`src/rtl/yx_rr_arbiter.sv`:
```
// yx_rr_arbiter
//   Switch allocator for a five-port (N, S, W, E, L) 2D-mesh router.
//   Each input header is routed YX-first; each output runs a 4-way
//   round-robin arbiter over the inputs that are not its own port, and
//   stays locked to the winning input until that input's tail is sampled.
//
// Ports (p in {n, s, w, e, l}):
//   clk, rst          rising-edge clock, synchronous active-high reset
//   cur_x, cur_y      this router's mesh coordinates
//   p_req             input p has a header/flit pending
//   p_dst_x, p_dst_y  destination coordinates from p's header
//   p_tail            flit moving on input p this cycle is the tail
//   p_gnt             input p currently owns an output
//   p_out_sel         one-hot owner of output p, bit order {L,E,W,S,N}
//   p_busy            output p is locked to an owner
module yx_rr_arbiter #(
  parameter int X_W = 2,
  parameter int Y_W = 2
) (
  input  logic           clk,
  input  logic           rst,
  input  logic [X_W-1:0] cur_x,
  input  logic [Y_W-1:0] cur_y,

  input  logic           n_req,
  input  logic [X_W-1:0] n_dst_x,
  input  logic [Y_W-1:0] n_dst_y,
  input  logic           n_tail,
  input  logic           s_req,
  input  logic [X_W-1:0] s_dst_x,
  input  logic [Y_W-1:0] s_dst_y,
  input  logic           s_tail,
  input  logic           w_req,
  input  logic [X_W-1:0] w_dst_x,
  input  logic [Y_W-1:0] w_dst_y,
  input  logic           w_tail,
  input  logic           e_req,
  input  logic [X_W-1:0] e_dst_x,
  input  logic [Y_W-1:0] e_dst_y,
  input  logic           e_tail,
  input  logic           l_req,
  input  logic [X_W-1:0] l_dst_x,
  input  logic [Y_W-1:0] l_dst_y,
  input  logic           l_tail,

  output logic           n_gnt,
  output logic [4:0]     n_out_sel,
  output logic           n_busy,
  output logic           s_gnt,
  output logic [4:0]     s_out_sel,
  output logic           s_busy,
  output logic           w_gnt,
  output logic [4:0]     w_out_sel,
  output logic           w_busy,
  output logic           e_gnt,
  output logic [4:0]     e_out_sel,
  output logic           e_busy,
  output logic           l_gnt,
  output logic [4:0]     l_out_sel,
  output logic           l_busy
);

  typedef enum logic [2:0] {
    DIR_N = 3'd0,
    DIR_S = 3'd1,
    DIR_W = 3'd2,
    DIR_E = 3'd3,
    DIR_L = 3'd4
  } dir_t;

  // Per-port views indexed by direction code.
  logic [4:0]     req;
  logic [4:0]     tail;
  logic [X_W-1:0] dst_x [5];
  logic [Y_W-1:0] dst_y [5];
  dir_t           route [5];
  logic [4:0]     out_sel [5];
  logic [4:0]     busy;
  logic [4:0]     gnt;

  assign req  = {l_req,  e_req,  w_req,  s_req,  n_req};
  assign tail = {l_tail, e_tail, w_tail, s_tail, n_tail};

  assign dst_x[0] = n_dst_x;
  assign dst_x[1] = s_dst_x;
  assign dst_x[2] = w_dst_x;
  assign dst_x[3] = e_dst_x;
  assign dst_x[4] = l_dst_x;
  assign dst_y[0] = n_dst_y;
  assign dst_y[1] = s_dst_y;
  assign dst_y[2] = w_dst_y;
  assign dst_y[3] = e_dst_y;
  assign dst_y[4] = l_dst_y;

  // YX routing: resolve Y first, then X, else eject locally.
  always_comb begin
    for (int unsigned i = 0; i < 5; i++) begin
      if (dst_y[i] > cur_y)      route[i] = DIR_N;
      else if (dst_y[i] < cur_y) route[i] = DIR_S;
      else if (dst_x[i] > cur_x) route[i] = DIR_E;
      else if (dst_x[i] < cur_x) route[i] = DIR_W;
      else                       route[i] = DIR_L;
    end
  end

  // An input owns at most one output, so OR-ing the owner bits gives its grant.
  always_comb begin
    gnt = '0;
    for (int unsigned o = 0; o < 5; o++) begin
      gnt = gnt | out_sel[o];
    end
  end

  for (genvar o = 0; o < 5; o++) begin : g_out
    localparam logic [2:0] OWN = 3'(o);

    logic [3:0] cand;
    logic [3:0] rr_ptr;
    logic [3:0] rr_ptr_nxt;
    logic [4:0] sel_q;
    logic [4:0] win_in_oh;
    logic       busy_q;
    logic       found;
    logic [1:0] base;
    logic [1:0] pos;
    logic [1:0] win_pos;
    logic [2:0] idx;

    // Candidate j maps to input j below the own port and j+1 above it,
    // which drops the own port and so excludes U-turns by construction.
    always_comb begin
      cand = '0;
      idx  = '0;
      for (int unsigned j = 0; j < 4; j++) begin
        idx     = (3'(j) < OWN) ? 3'(j) : 3'(j) + 3'd1;
        cand[j] = req[idx] && !gnt[idx] && (route[idx] == dir_t'(OWN));
      end
    end

    // Scan from the pointer upward with 2-bit wraparound.
    always_comb begin
      base    = '0;
      pos     = '0;
      win_pos = '0;
      found   = 1'b0;
      for (int unsigned k = 0; k < 4; k++) begin
        if (rr_ptr[k]) base = 2'(k);
      end
      for (int unsigned k = 0; k < 4; k++) begin
        pos = base + 2'(k);
        if (!found && cand[pos]) begin
          found   = 1'b1;
          win_pos = pos;
        end
      end
      win_in_oh = '0;
      if (found) begin
        win_in_oh[({1'b0, win_pos} < OWN) ? {1'b0, win_pos} : {1'b0, win_pos} + 3'd1] = 1'b1;
      end
      rr_ptr_nxt = '0;
      rr_ptr_nxt[win_pos + 2'd1] = 1'b1;
    end

    // The lock is only tested while busy, so a tail on the grant edge
    // or from a non-owner cannot release it.
    always_ff @(posedge clk) begin
      if (rst) begin
        rr_ptr <= 4'b0001;
        sel_q  <= '0;
        busy_q <= 1'b0;
      end else if (busy_q) begin
        if (|(sel_q & tail)) begin
          sel_q  <= '0;
          busy_q <= 1'b0;
        end
      end else if (found) begin
        sel_q  <= win_in_oh;
        busy_q <= 1'b1;
        rr_ptr <= rr_ptr_nxt;
      end
    end

    assign out_sel[o] = sel_q;
    assign busy[o]    = busy_q;
  end

  assign n_out_sel = out_sel[0];
  assign s_out_sel = out_sel[1];
  assign w_out_sel = out_sel[2];
  assign e_out_sel = out_sel[3];
  assign l_out_sel = out_sel[4];

  assign n_busy = busy[0];
  assign s_busy = busy[1];
  assign w_busy = busy[2];
  assign e_busy = busy[3];
  assign l_busy = busy[4];

  assign n_gnt = gnt[0];
  assign s_gnt = gnt[1];
  assign w_gnt = gnt[2];
  assign e_gnt = gnt[3];
  assign l_gnt = gnt[4];

endmodule

```
`config.mk`:
```
export PLATFORM = sky130hd
export DESIGN_NAME = yx_rr_arbiter
export DESIGN_NICKNAME = d
export VERILOG_FILES = /design/src/rtl/yx_rr_arbiter.sv
export SDC_FILE = /design/constraint.sdc
export NUM_CORES = 1
export LEC_CHECK = 0
export BUFFER_PORTS_ARGS = -buffer_cell sky130_fd_sc_hd__buf_4
export CAP_MARGIN = 20
export CORE_ASPECT_RATIO = 0.7
export CORE_MARGIN = 2
export CORE_UTILIZATION = 45
export CTS_CLUSTER_SIZE = 10
export DETAILED_ROUTE_END_ITERATION = 7
export PLACE_DENSITY = 0.68
export SETUP_SLACK_MARGIN = 0.02
export SLEW_MARGIN = 20
export SYNTH_ARGS = -nofsm -noshare
export SYNTH_HDL_FRONTEND = slang
export SYNTH_SLANG_ARGS = --single-unit
```
`constraint.sdc`:
```
create_clock -name clk -period 4.2 [get_ports clk]
set_input_delay 0.42 -clock clk [delete_from_list [all_inputs] [get_ports clk]]
set_output_delay 0.42 -clock clk [all_outputs]
set_load 0.02 [all_outputs]
```
# Word-level counts from Yosys, hierarchy flattened
# Cells that the tools add are included.
[word_totals]
regBits = 50
latch_bits = 0
ram_bits = 0
mem_count = 0
romBits = 0
[classes]
n_addsub = 24
mux = 168
n_eq_ne = 21
div = 0
multipliers = 0
n_shift = 0
n_reduce_logical = 94
n_lt_le_gt_ge = 63
bitwise = 14
[op_table]
columns = ["op", "count"]
rows = [
  ["less-than comparator 2 x 3 -> 1 bit (second input constant)", 25],
  ["2-to-1 mux 5 bit", 15],
  ["2-to-1 mux 1 bit", 70],
  ["2-to-1 mux 3 bit", 23],
  ["2-to-1 mux 2 bit", 30],
  ["logical AND 1 bit", 50],
  ["binary-select mux 1 bit (select 2 bit)", 20],
  ["bitwise AND 5 bit", 5],
  ["OR reduction 5 bit", 5],
  ["== test 3 x 2 -> 1 bit (second input constant)", 8],
  ["adder 2 x 1 -> 2 bit (second input constant)", 10],
  ["adder 2 bit (second input constant)", 10],
  ["greater-than comparator 2 bit", 10],
  ["logical NOT 1 bit", 20],
  ["less-than comparator 2 bit", 10],
  ["OR 5 bit", 4],
  ["AND reduction 2 bit", 10],
  ["less-than comparator 3 x 4 -> 1 bit (second input constant)", 4],
  ["adder 2 x 1 -> 3 bit (second input constant)", 4],
  ["demux 1 bit (select 2 bit)", 6],
  ["demux 1 bit (select 3 bit)", 4],
  ["== test 3 x 1 -> 1 bit (second input constant)", 4],
  ["== test 3 bit (second input constant)", 4],
  [">= comparator 2 x 1 -> 1 bit (second input constant)", 6],
  ["8 further kinds", 27],
]

# Depth between registers and ports, before layout
[depth]
depth_word = 27
depth_mapped = 13
mapped_depth_nobuf = 12

# Worst setup path after synthesis
# OpenSTA, ideal clock, no wires.
[synth_timing]
kind = "input port to flip-flop"
start = "input cur_y[1]"
end = "register g_out[2].sel_q[2], in the netlist w_out_sel[2]"
arrival_time_ns = 2.724
path_stages = 11
setup_ns = 0.117
setup_slack_ns = 1.359
cell_sequence = "inv_1 -> ha_1 -> and2_1 -> nand4_1 -> or3_1 -> nor2b_1 -> a221oi_1 -> nor2_1 -> or2_2 -> ha_1 -> a32o_1"
[synth_via]
elab_chain_len = 25
elab_cells_between_ends = 58
classes_between = "add/sub (1); order compare (11); eq/ne (4); mux (29); reduce/logical (13)"
[synth_rtl]
columns = ["item", "line", "text"]
rows = [
  ["start, declared", "23", "input logic [Y_W-1:0] cur_y,"],
  ["less-than comparator 2 bit", "99", "else if (dst_y[i] < cur_y) route[i] = DIR_S;"],
  ["2-to-1 mux 3 bit", "99", ""],
  ["2-to-1 mux 3 bit", "98", "if (dst_y[i] > cur_y) route[i] = DIR_N;"],
  ["== test 3 x 2 -> 1 bit", "136", "cand[j] = req[idx] && !gnt[idx] && (route[idx] == dir_t'(OWN));"],
  ["logical AND 1 bit", "136", ""],
  ["binary-select mux 1 bit (select 2 bit)", "151", "if (!found && cand[pos]) begin"],
  ["2-to-1 mux 1 bit (not written as such)", "151", ""],
  ["2-to-1 mux 1 bit", "151", ""],
  ["[... 9 more ...]", "-", ""],
  ["adder 2 x 1 -> 3 bit / less-than comparator 2 bit (equally long branches)", "158", "win_in_oh[({1'b0, win_pos} < OWN) ? {1'b0, win_pos} : {1'b0, win_pos} + 3'd1] = 1'b1;"],
  ["2-to-1 mux 3 bit", "158", ""],
  ["less-than comparator 3 x 4 -> 1 bit / >= comparator 3 x 1 -> 1 bit (equally long branches)", "158", ""],
  ["logical AND 1 bit (not written as such)", "158", ""],
  ["2-to-1 mux 1 bit", "158", ""],
  ["demux 1 bit (select 3 bit)", "158", ""],
  ["2-to-1 mux 5 bit", "176", "end else if (found) begin"],
  ["2-to-1 mux 5 bit", "171", "end else if (busy_q) begin"],
  ["end signal, assigned", "177", "sel_q <= win_in_oh;"],
  ["end, declared", "120", "logic [4:0] sel_q;"],
]
# Several ways; a longest one is shown, not always the timed one. The select of a mux whose other input is x is not followed.
# A chain may end at the register's enable or synchronous reset.

# Worst setup path after layout
[layout_timing]
start = "register g_out[2].sel_q[1], in the netlist w_out_sel[1]"
end = "register g_out[2].sel_q[2], in the netlist w_out_sel[2]"
[layout_via]
elab_chain_len = 26
elab_cells_between_ends = 43
classes_between = "add/sub (1); order compare (3); eq/ne (1); mux (21); bitwise (4); reduce/logical (13)"
[layout_rtl]
columns = ["item", "line", "text"]
rows = [
  ["OR 5 bit (3 in a row)", "110", "gnt = gnt | out_sel[o];"],
  ["logical NOT 1 bit", "136", ""],
  ["logical AND 1 bit (2 in a row)", "136", ""],
  ["binary-select mux 1 bit (select 2 bit)", "151", ""],
  ["2-to-1 mux 1 bit (not written as such)", "151", ""],
  ["2-to-1 mux 1 bit", "151", ""],
  ["logical NOT 1 bit", "151", ""],
  ["logical AND 1 bit", "151", ""],
  ["[... 7 more ...]", "-", ""],
  ["adder 2 x 1 -> 3 bit / less-than comparator 2 bit (equally long branches)", "158", ""],
  ["2-to-1 mux 3 bit", "158", ""],
  ["less-than comparator 3 x 4 -> 1 bit / >= comparator 3 x 1 -> 1 bit (equally long branches)", "158", ""],
  ["logical AND 1 bit (not written as such)", "158", ""],
  ["2-to-1 mux 1 bit", "158", ""],
  ["demux 1 bit (select 3 bit)", "158", ""],
  ["2-to-1 mux 5 bit", "176", ""],
  ["2-to-1 mux 5 bit", "171", ""],
]
# Several ways; a longest one is shown, not always the timed one. The select of a mux whose other input is x is not followed.

==> impl_results.md <==
* Status: finished clean
* Post-synth top area share at 0.2661
* Async SR Flop Fraction at 0
* N_diodes at 0
* Post-Synthesis Cells at around 410
* Routed wire length at 9.562 mm
* RSZ-0062 raised after global routing: false
* Post-route clock period utilization at 0.7146
* Initial Utilization at 0.4584
* Synth-to-layout area growth at 21.62%
* Nets at 544
* Clk Latency, worst-skew pair at ~0.30 ns
* Post-route cell area at 4026 sq um
* Wire length per cell at approximately 16 um
* Dpl cell area at 3911 sq um
* Post-DR vias/cell at 5.847
* Num CTS Buffers at 5
* Share of layout cells above drive strength 1 at 0.2095
* Flops & latches, synth at 44
* Clock buffer depth at 2
* Worst slew pin tran at 0.8297 ns
* Global-route wire length before repair at 14.77 mm
* Hold Buf Count CTS at 0
* Routed Antenna Nets at 0
* Cell leakage power at about 1.8 nW
* Drc violations at 0
* Routability cong. at 0.8786
* Critical Path RT at 4.41 ns
* Synth Area in Simple Gates at 0.3073
* Syn_area_per_cell at about 8.0 sq um
* TNS Setup at 0 ns
* Worst setup EP type: flip-flop
* Worst Path Max Fanout at 6
* Top post-synthesis cells by area: dfxtp_1 27%, ha_1 10%, nand2_1 4.9%
* Drt pass-1 iters at 4
* Vias in the first global route at between 2000 and 3000
* Htree depth at 2
* DP HPWL at 7.653 mm
* Clock skew at 0.007401 ns
* Post-CTS Setup Bufs at 0
* Critical path startpoint category: flip-flop
* Hold Crit Class: reg2reg
* Top FF cell, synth: dfxtp_1
* Post-synth EDFFs at 0
* Final min period at 3.001 ns
* Slew HR at 0.4326
* Overall die area at between 8000 and 9000 sq um
* CORE AREA at 7222 sq um
* Max Cap Viol at 0
* Mapped cell area at between 3000 and 4000 sq um
* Pwr per Cell Area at 437.1 nW/um^2
* Number of library cell types mapped by synthesis at 67
* Synthesized net count at roughly 480
* GRT Total Usage at 0.2333
* Count leader, synth: dfxtp_1
* Initial antenna violation count at 0
* Synth Area in XOR/XNOR at 0
* Slowest stage cell, crit path: or3_1
* Slew Limit Fails at 0
* Final setup fails at 0
* Cell taking the most area after synthesis: dfxtp_1
* Post-Synth Adder-Cell Area at 0.1020
* TritonCTS clock tree: yes
* Clk slew on worst S/H paths at 0.09 ns
* Crit path max-delay family: simple AND/OR/NAND/NOR gates
* Synth cell count leaders: 44 x dfxtp_1, 43 x nand2_1, 31 x inv_1, 27 x ha_1, 25 x nor2_1
* Port bufs at 69
* Setup slack, reg-to-reg at approximately 1.2 ns
* Die height at 75.77 um
* Sequential fraction of the synthesis area at 0.2661
* Post-CTS sizing at 0
* Final hold vios at 0
* Worst Path Arrival at 3.21 ns
* CP peak stage delay at 0.48 ns
* VDD IR-drop max at 0.2202 mV
* YS warnings at 0
* Vias at 3391
* Clock root cell: clkbuf_8
* Multiplexer fraction of the synthesized cell area at 0.009070
* # IOs at 71
* Compound-Gate Fraction of Synth Area at 0.2672
* Largest net degree at the start of global routing at 28
* DIE WIDTH at 106.5 um
* Largest family of logic cells by synthesized area: simple AND/OR/NAND/NOR gates
* Num rows at 26
* Congestion Overflow GR at 0
* CP Class: reg2reg
* Clk sink count at 44
* Drt initial violations at 218
* Fmax achieved at 333.2 MHz
* WP buf/inv at 0
* Crit path cell chain: nor4b_1 -> nand4_1 -> or3_1 -> nor2b_1 -> a221oi_1 -> nor2_1 -> or2_2 -> ha_1 -> a32o_1
-- area by class of cell --
class / instances / area [sq um]
Clock inverter: 3 / 46.29
Tap cell: 98 / 122.6
Sequential cell: 44 / 880.8
Fill cell: 693 / 3196
Multi-Input combinational cell: 330 / 2273
Clock buffer: 5 / 68.82
Inverter: 31 / 116.4
Timing Repair Buffer: 69 / 518.0
-- final timing paths --
| check | cells after the start | startpoint | end |
|---|---|---|---|
| setup / recovery | 9 | w_out_sel[1]$_SDFFE_PP0P_ | w_out_sel[2]$_SDFFE_PP0P_ |
| hold reg to reg | 2 | g_out[4].rr_ptr[1]$_SDFFE_PP0P_ | g_out[4].rr_ptr[1]$_SDFFE_PP0P_ |
| setup reg to reg | 9 | w_out_sel[1]$_SDFFE_PP0P_ | w_out_sel[2]$_SDFFE_PP0P_ |
| hold / removal | 2 | g_out[4].rr_ptr[1]$_SDFFE_PP0P_ | g_out[4].rr_ptr[1]$_SDFFE_PP0P_ |
-- state kept, by name (all words and copies together), names as in the netlist --
register / cells
n_busy: 1
l_out_sel: 4
g_out.rr_ptr: 15
n_out_sel: 5
s_out_sel: 5
w_out_sel: 5
l_busy: 1
e_busy: 1
s_busy: 1
w_busy: 1
e_out_sel: 5
-- kinds of logic after synthesis --
group / count (synthesis)
mux: 3
simple gates: 178
buf+inv: 40
compound gates: 121
flops: 44
other cells: 1
fa+ha+maj: 27
-- cell usage in the layout (no fill, tap or decap), types with 8 or more instances in the layout --
cell type  Yosys  routed
o21ai_0       15      15
inv_1         31      31
nor2b_1       15      15
nor2_1        25      25
dfxtp_1       44      44
a21o_1        15      15
and2_1        10      10
a22oi_1        9       9
nor4_1         8       8
ha_1          27      27
nand2b_1      15      15
nand2_1       43      43
buf_4          1      69
a21oi_1       22      22
nor3_1        10      10
nand4_1       10      10
-- metrics by stage --
step	hold slack (ns)	cells	util	power, mW	setup slack [ns]
floorplan	0.4168	414	-	1.150	1.359
global placement	0.4553	572	0.5416	1.410	0.9972
detailed placement	0.4642	572	0.5416	1.421	0.9569
CTS	0.4769	580	0.5575	1.760	1.226
global route	0.4871	580	0.5575	1.874	0.9162
finish	0.4801	580	0.5575	1.760	1.199
-- routing by layer --
layer  vias to the layer above  track usage  wire length, um
met3                        10      0.03593              693
met5                         -            0                0
met1                      1593       0.3447             4739
met2                       118       0.3640             4015
li1                       1670            -                -
met4                         0      0.04618              115
-- where the power goes --
| part | total, mW | internal, mW | switching [mW] | leakage (nW) |
|---|---|---|---|---|
| clock | 0.336 | 0.179 | 0.156 | 0.0548 |
| combinational | 0.833 | 0.361 | 0.472 | 1.43 |
| sequential | 0.591 | 0.486 | 0.104 | 0.358 |
| total | 1.76 | 1.03 | 0.733 | 1.85 |
-- worst min-delay path, cell delays in order, from the launching register on --
cell and delay [ns]:
dfxtp_1 0.34, nand2_1 0.06, nand2_1 0.05
Note: power is estimated with default switching activity, not from simulation.
